==> config.mk <==
export PLATFORM = sky130hd
export DESIGN_NAME = i3c_csr_req_bridge
export DESIGN_NICKNAME = d
export VERILOG_FILES = /design/src/rtl/i3c_csr_req_bridge.sv
export SDC_FILE = /design/constraint.sdc
export NUM_CORES = 1
export LEC_CHECK = 0
export ABC_CLOCK_PERIOD_IN_PS = 5000
export BUFFER_PORTS_ARGS = -buffer_cell sky130_fd_sc_hd__buf_2
export CAP_MARGIN = 40
export CORE_MARGIN = 5
export CORE_UTILIZATION = 47
export DETAILED_ROUTE_END_ITERATION = 6
export GPL_ROUTABILITY_DRIVEN = 0
export GPL_TIMING_DRIVEN = 0
export PLACE_DENSITY = 0.85
export SETUP_SLACK_MARGIN = 0.2
export SLEW_MARGIN = 20
export SYNTH_ARGS = -nofsm -noshare
export SYNTH_HDL_FRONTEND = slang
export SYNTH_SLANG_ARGS = --single-unit
export TNS_END_PERCENT = 5
==> constraint.sdc <==
create_clock -name hclk_i -period 5 [get_ports hclk_i]
set_clock_uncertainty 0.2 [all_clocks]
set_input_delay 0.5 -clock hclk_i [delete_from_list [all_inputs] [get_ports hclk_i]]
set_output_delay 0.5 -clock hclk_i [all_outputs]
set_load 0.05 [all_outputs]
==> src/rtl/i3c_csr_req_bridge.sv <==
// i3c_csr_req_bridge: registers AHB component requests toward the I3C
// CSR cpuif, derives write byte-enables, waits for acks with a timeout.
module i3c_csr_req_bridge #(
  parameter int AHB_ADDR_WIDTH = 32,
  parameter int CSR_ADDR_WIDTH = 12,
  parameter int DATA_WIDTH     = 32,
  parameter int TIMEOUT_CYCLES = 256
) (
  input  logic                      hclk_i,
  input  logic                      hreset_n_i,
  input  logic                      dv_i,
  input  logic                      write_i,
  input  logic [AHB_ADDR_WIDTH-1:0] addr_i,
  input  logic [2:0]                size_i,
  input  logic [DATA_WIDTH-1:0]     wdata_i,
  output logic                      hld_o,
  output logic                      err_o,
  output logic [DATA_WIDTH-1:0]     rdata_o,
  output logic                      cpuif_req_o,
  output logic                      cpuif_req_is_wr_o,
  output logic [CSR_ADDR_WIDTH-1:0] cpuif_addr_o,
  output logic [DATA_WIDTH-1:0]     cpuif_wr_data_o,
  output logic [DATA_WIDTH-1:0]     cpuif_wr_biten_o,
  input  logic                      cpuif_req_stall_wr_i,
  input  logic                      cpuif_req_stall_rd_i,
  input  logic                      cpuif_rd_ack_i,
  input  logic                      cpuif_rd_err_i,
  input  logic [DATA_WIDTH-1:0]     cpuif_rd_data_i,
  input  logic                      cpuif_wr_ack_i,
  input  logic                      cpuif_wr_err_i
);

  if (DATA_WIDTH != 32) begin : g_bad_width
    $error("i3c_csr_req_bridge: only DATA_WIDTH=32 is supported");
  end

  localparam bit TO_EN = (TIMEOUT_CYCLES > 0);
  localparam int CW = TO_EN ? $clog2(TIMEOUT_CYCLES + 1) : 1;
  localparam logic [CW-1:0] CNT_LAST =
    TO_EN ? CW'(TIMEOUT_CYCLES - 1) : '0;
  localparam logic [CW-1:0] CNT_MAX = '1;

  typedef enum logic [1:0] {
    S_IDLE,
    S_REQ,
    S_WAIT,
    S_DONE
  } state_e;

  state_e                    state_q, state_d;
  logic                      wr_q, wr_d;
  logic [CSR_ADDR_WIDTH-3:0] addr_q, addr_d;
  logic [DATA_WIDTH-1:0]     wdata_q, wdata_d;
  logic [DATA_WIDTH-1:0]     biten_q, biten_d;
  logic [CW-1:0]             cnt_q, cnt_d;
  logic                      err_q, err_d;
  logic [DATA_WIDTH-1:0]     rdata_q, rdata_d;

  logic                      req;
  logic                      stall;
  logic                      ack;
  logic                      ack_err;
  logic                      illegal;
  logic [DATA_WIDTH-1:0]     be;

  logic unused_addr_hi;
  assign unused_addr_hi = ^addr_i[AHB_ADDR_WIDTH-1:CSR_ADDR_WIDTH];

  assign stall   = wr_q ? cpuif_req_stall_wr_i : cpuif_req_stall_rd_i;
  assign ack     = wr_q ? cpuif_wr_ack_i : cpuif_rd_ack_i;
  assign ack_err = wr_q ? cpuif_wr_err_i : cpuif_rd_err_i;

  assign illegal = (size_i > 3'd2) ||
                   ((size_i == 3'd1) && addr_i[0]);

  always_comb begin
    be = '0;
    unique case (size_i)
      3'd0:    be = DATA_WIDTH'(8'hFF) << {addr_i[1:0], 3'b000};
      3'd1:    be = DATA_WIDTH'(16'hFFFF) << {addr_i[1], 4'b0000};
      default: be = '1;
    endcase
  end

  always_comb begin
    state_d = state_q;
    wr_d    = wr_q;
    addr_d  = addr_q;
    wdata_d = wdata_q;
    biten_d = biten_q;
    cnt_d   = cnt_q;
    err_d   = 1'b0;
    rdata_d = '0;
    req     = 1'b0;
    unique case (state_q)
      S_IDLE: begin
        if (dv_i) begin
          wr_d    = write_i;
          addr_d  = addr_i[CSR_ADDR_WIDTH-1:2];
          wdata_d = wdata_i;
          biten_d = write_i ? be : '0;
          if (illegal) begin
            state_d = S_DONE;
            err_d   = 1'b1;
          end else begin
            state_d = S_REQ;
          end
        end
      end
      S_REQ: begin
        if (!stall) begin
          req = 1'b1;
          if (ack) begin
            state_d = S_DONE;
            err_d   = ack_err;
            rdata_d = (!wr_q && !ack_err) ? cpuif_rd_data_i : '0;
          end else begin
            state_d = S_WAIT;
            cnt_d   = '0;
          end
        end
      end
      S_WAIT: begin
        if (ack) begin
          state_d = S_DONE;
          err_d   = ack_err;
          rdata_d = (!wr_q && !ack_err) ? cpuif_rd_data_i : '0;
        end else if (TO_EN && (cnt_q == CNT_LAST)) begin
          state_d = S_DONE;
          err_d   = 1'b1;
        end else if (cnt_q != CNT_MAX) begin
          cnt_d = cnt_q + 1'b1;
        end
      end
      S_DONE: begin
        state_d = S_IDLE;
      end
      default: begin
        state_d = S_IDLE;
      end
    endcase
  end

  always_ff @(posedge hclk_i or negedge hreset_n_i) begin
    if (!hreset_n_i) begin
      state_q <= S_IDLE;
      wr_q    <= 1'b0;
      addr_q  <= '0;
      wdata_q <= '0;
      biten_q <= '0;
      cnt_q   <= '0;
      err_q   <= 1'b0;
      rdata_q <= '0;
    end else begin
      state_q <= state_d;
      wr_q    <= wr_d;
      addr_q  <= addr_d;
      wdata_q <= wdata_d;
      biten_q <= biten_d;
      cnt_q   <= cnt_d;
      err_q   <= err_d;
      rdata_q <= rdata_d;
    end
  end

  // Reset gating keeps the stall low while the block is held in reset.
  assign hld_o = dv_i & hreset_n_i & (state_q != S_DONE);

  assign err_o             = err_q;
  assign rdata_o           = rdata_q;
  assign cpuif_req_o       = req;
  assign cpuif_req_is_wr_o = wr_q;
  assign cpuif_addr_o      = {addr_q, 2'b00};
  assign cpuif_wr_data_o   = wdata_q;
  assign cpuif_wr_biten_o  = biten_q;

endmodule

==> metrics <==
slew margin rel.=0.597; top layer used by detailed routing=met4; Worst Hold Launch=cpuif_rd_data_i[26]; vias in the first global route=between 3,000 and 4,000; Final Core Density=0.650; crit path from=hreset_n_i; port bufs=between 150 and 200; total wire length=roughly 9.4 mm; Root Buffer=clkbuf_8; adder-cell share of the synthesized area=0.0289; Max-cap violations=0; largest cells by area after synthesis=dfrtp_1 59%, mux2_2 12%, buf_4 5.8%; XOR/XNOR share of the synthesized area=0; area share of and/or/nand/nor cells after synthesis=0.0942; row cnt=33; Cell Area, Synth=3890 um2; Max Freq=336 MHz; Die Wd=~100 um; Seq/Total Area, Yosys=0.585; min-delay worst type=in -> reg; met2 wire length=~4.9 mm; kind of start point of the critical path=input port; Crit Path Class=in -> out; fin crit share=0.596; mux contribution to synthesized area=0.136; CP Cell Sequence=dlygate4sd3_1 > buf_4 > buf_16 > nand2_1 > nor2_1 > buf_2; Mapped Cells=about 300; hold_buf cts=1; total CTS buffers=9; post-DR vias/cell=~4.8; final setup fails=0; clk sinks=approximately 90; delay of the slowest critical-path stage=0.54 ns; outcome=finished, final reports clean; GRT overflow=0; maximum number of pins on one net before global-route repair=51; cell with the largest stage delay on the worst path=dlygate4sd3_1; synthesis-to-finish area growth=35.8%; Clock Path Buffers=2; Least-Margin Pin Slew=0.605 ns; Syn. warnings=0; H-tree levels=3; Initial Utilization=0.478; min cycle time layout=2.98 ns; largest family of logic cells by synthesized area=multiplexers; LEAKAGE=2.90 nW; Synth async-reset ratio=1.00; synthesized area per cell=12.8 um2; Antenna Cells=0; Netlist cell types=37; Ports=221; nets=635; Detailed Route Iter0 Violations=74; Synth top area share=0.585; Total GRT Usage=0.183; WP buf/inv=4; cell area after layout=around 5300 um2; Post-synth EDFFs=0; CTS clk-pin slew, worst paths=~0.090 ns; CTS tree=done; post-synth top area cell=dfrtp_1; postcts setup bufs=0; clk_lat worst skew=0.35 ns; ys flop type=dfrtp_1; Compound-Gate Fraction of Synth Area=0.0733; Critical Path RT=4.30 ns; synthesis-stage register bit count=91; drt drc=0; Post-DP Area=5050 um2; hpwl dp=7.43 mm; Max VDD drop=0.369 mV; routed wl met3=957 um; initial antenna violation count=0; Detail Route Antenna Nets=0; CP top delay family=buffers and inverters; routed wire length per instance=15.0 um; Resize count post-CTS=0; Placeable Area=approximately 8000 um2; final max-slew violation count=0; Die H=101 um; CP endpoint kind=output pin; Hold Fails Final Rpt=0; CP arrival=2.28 ns; setup TNS=0 ns; unrepaired setup endpoints after global routing=false; layout cell share with drive strength beyond 1=0.573; FF-to-FF Start=cnt_q[0]; die area=10,200 um2; first-pass GRT wire length=14.7 mm; via count=3,027; pwr dens=roughly 730 nW/um2; Metal-1 WL=3.37 mm; DR pass1 iterations=4; R2R setup slack=2.29 ns; CP max FO=50
[routing by layer]
layer / up-vias / track usage
met2: 146 / 0.327
met1: 1434 / 0.200
li1: 1434 / -
met4: 0 / 0.0869
met3: 13 / 0.0478
met5: - / 0
[through the flow]
step | total power [W] | hold WS, ns | setup slack (ns) | instances
after floorplan | 0.00283 | 0.00441 | 2.39 | 306
after global placement | 0.00328 | 0.280 | 1.77 | 609
after detailed placement | 0.00334 | 0.284 | 2.30 | 610
after CTS | 0.00390 | 0.128 | 1.98 | 627
after global routing | 0.00405 | 0.129 | 1.80 | 627
final | 0.00386 | 0.148 | 2.02 | 627
[Yosys cell counts, types with 4 or more instances]
cell / count
a21oi_1: 6
a22o_1: 4
and2_1: 35
buf_2: 4
buf_4: 30
clkbuf_1: 4
dfrtp_1: 91
ha_1: 9
inv_1: 8
mux2_2: 43
nand2_1: 7
nor2_1: 11
o21ai_0: 10
o31ai_1: 11
[state kept, by name, indices dropped and copies added, names as in the netlist]
register / flops
cpuif_wr_biten_o: 4
rdata_o: 32
cnt_q: 9
cpuif_wr_data_o: 32
state_q: 2
cpuif_req_is_wr_o: 1
err_o: 1
addr_q: 10
[layout make-up]
cell class,instances,area [um2]
Fill cell,650,2850
Sequential cell,91,2280
Multi-Input combinational cell,165,1300
Timing Repair Buffer,200,1030
Buffer,42,287
Clock buffer,11,141
Tap cell,105,131
Clock inverter,5,85.1
Inverter,8,30.0
[placed cells by master (no fill, tap or decap), drive strengths merged, types with 2 or more instances in the layout]
cell type / n
nand2: 7
a22o: 4
a21oi: 6
o31ai: 11
ha: 9
o41ai: 2
mux2: 44
o21ai: 11
mux2i: 3
nand3: 3
o21a: 2
buf: 234
and2: 35
inv: 9
clkbuf: 18
nor2b: 2
bufinv: 2
conb: 2
clkinv: 2
dfrtp: 91
nor2: 11
[kinds of logic (layout without fill, tap and decap cells)]
| family | after synthesis | in the layout |
|---|---|---|
| and+or+nand+nor | 65 | 65 |
| muxes | 47 | 47 |
| DFF | 91 | 91 |
| adders and majority gates | 9 | 9 |
| other | 1 | 2 |
| AOI/OAI and AO/OA | 42 | 42 |
| buffers and inverters | 50 | 266 |
[power by group]
group | total [W] | internal, W | switching, W
Clock | 0.000554 | 0.000299 | 0.000255
Combinational | 0.00221 | 0.000640 | 0.00157
Sequential | 0.00110 | 0.000966 | 0.000135
Total | 0.00386 | 0.00191 | 0.00196
[path summary, 6_finish.rpt]
| kind | end | depth (start not counted) |
|---|---|---|
| max | hld_o | 6 |
| min | rdata_o[26] | 2 |
| max reg2reg | state_q[0] | 9 |
| min reg2reg | cnt_q[7] | 1 |
| max in group asynchronous | cpuif_wr_data_o[2] | 3 |
| min in group asynchronous | rdata_o[26] | 2 |
Note: power is estimated with default switching activity, not from simulation.
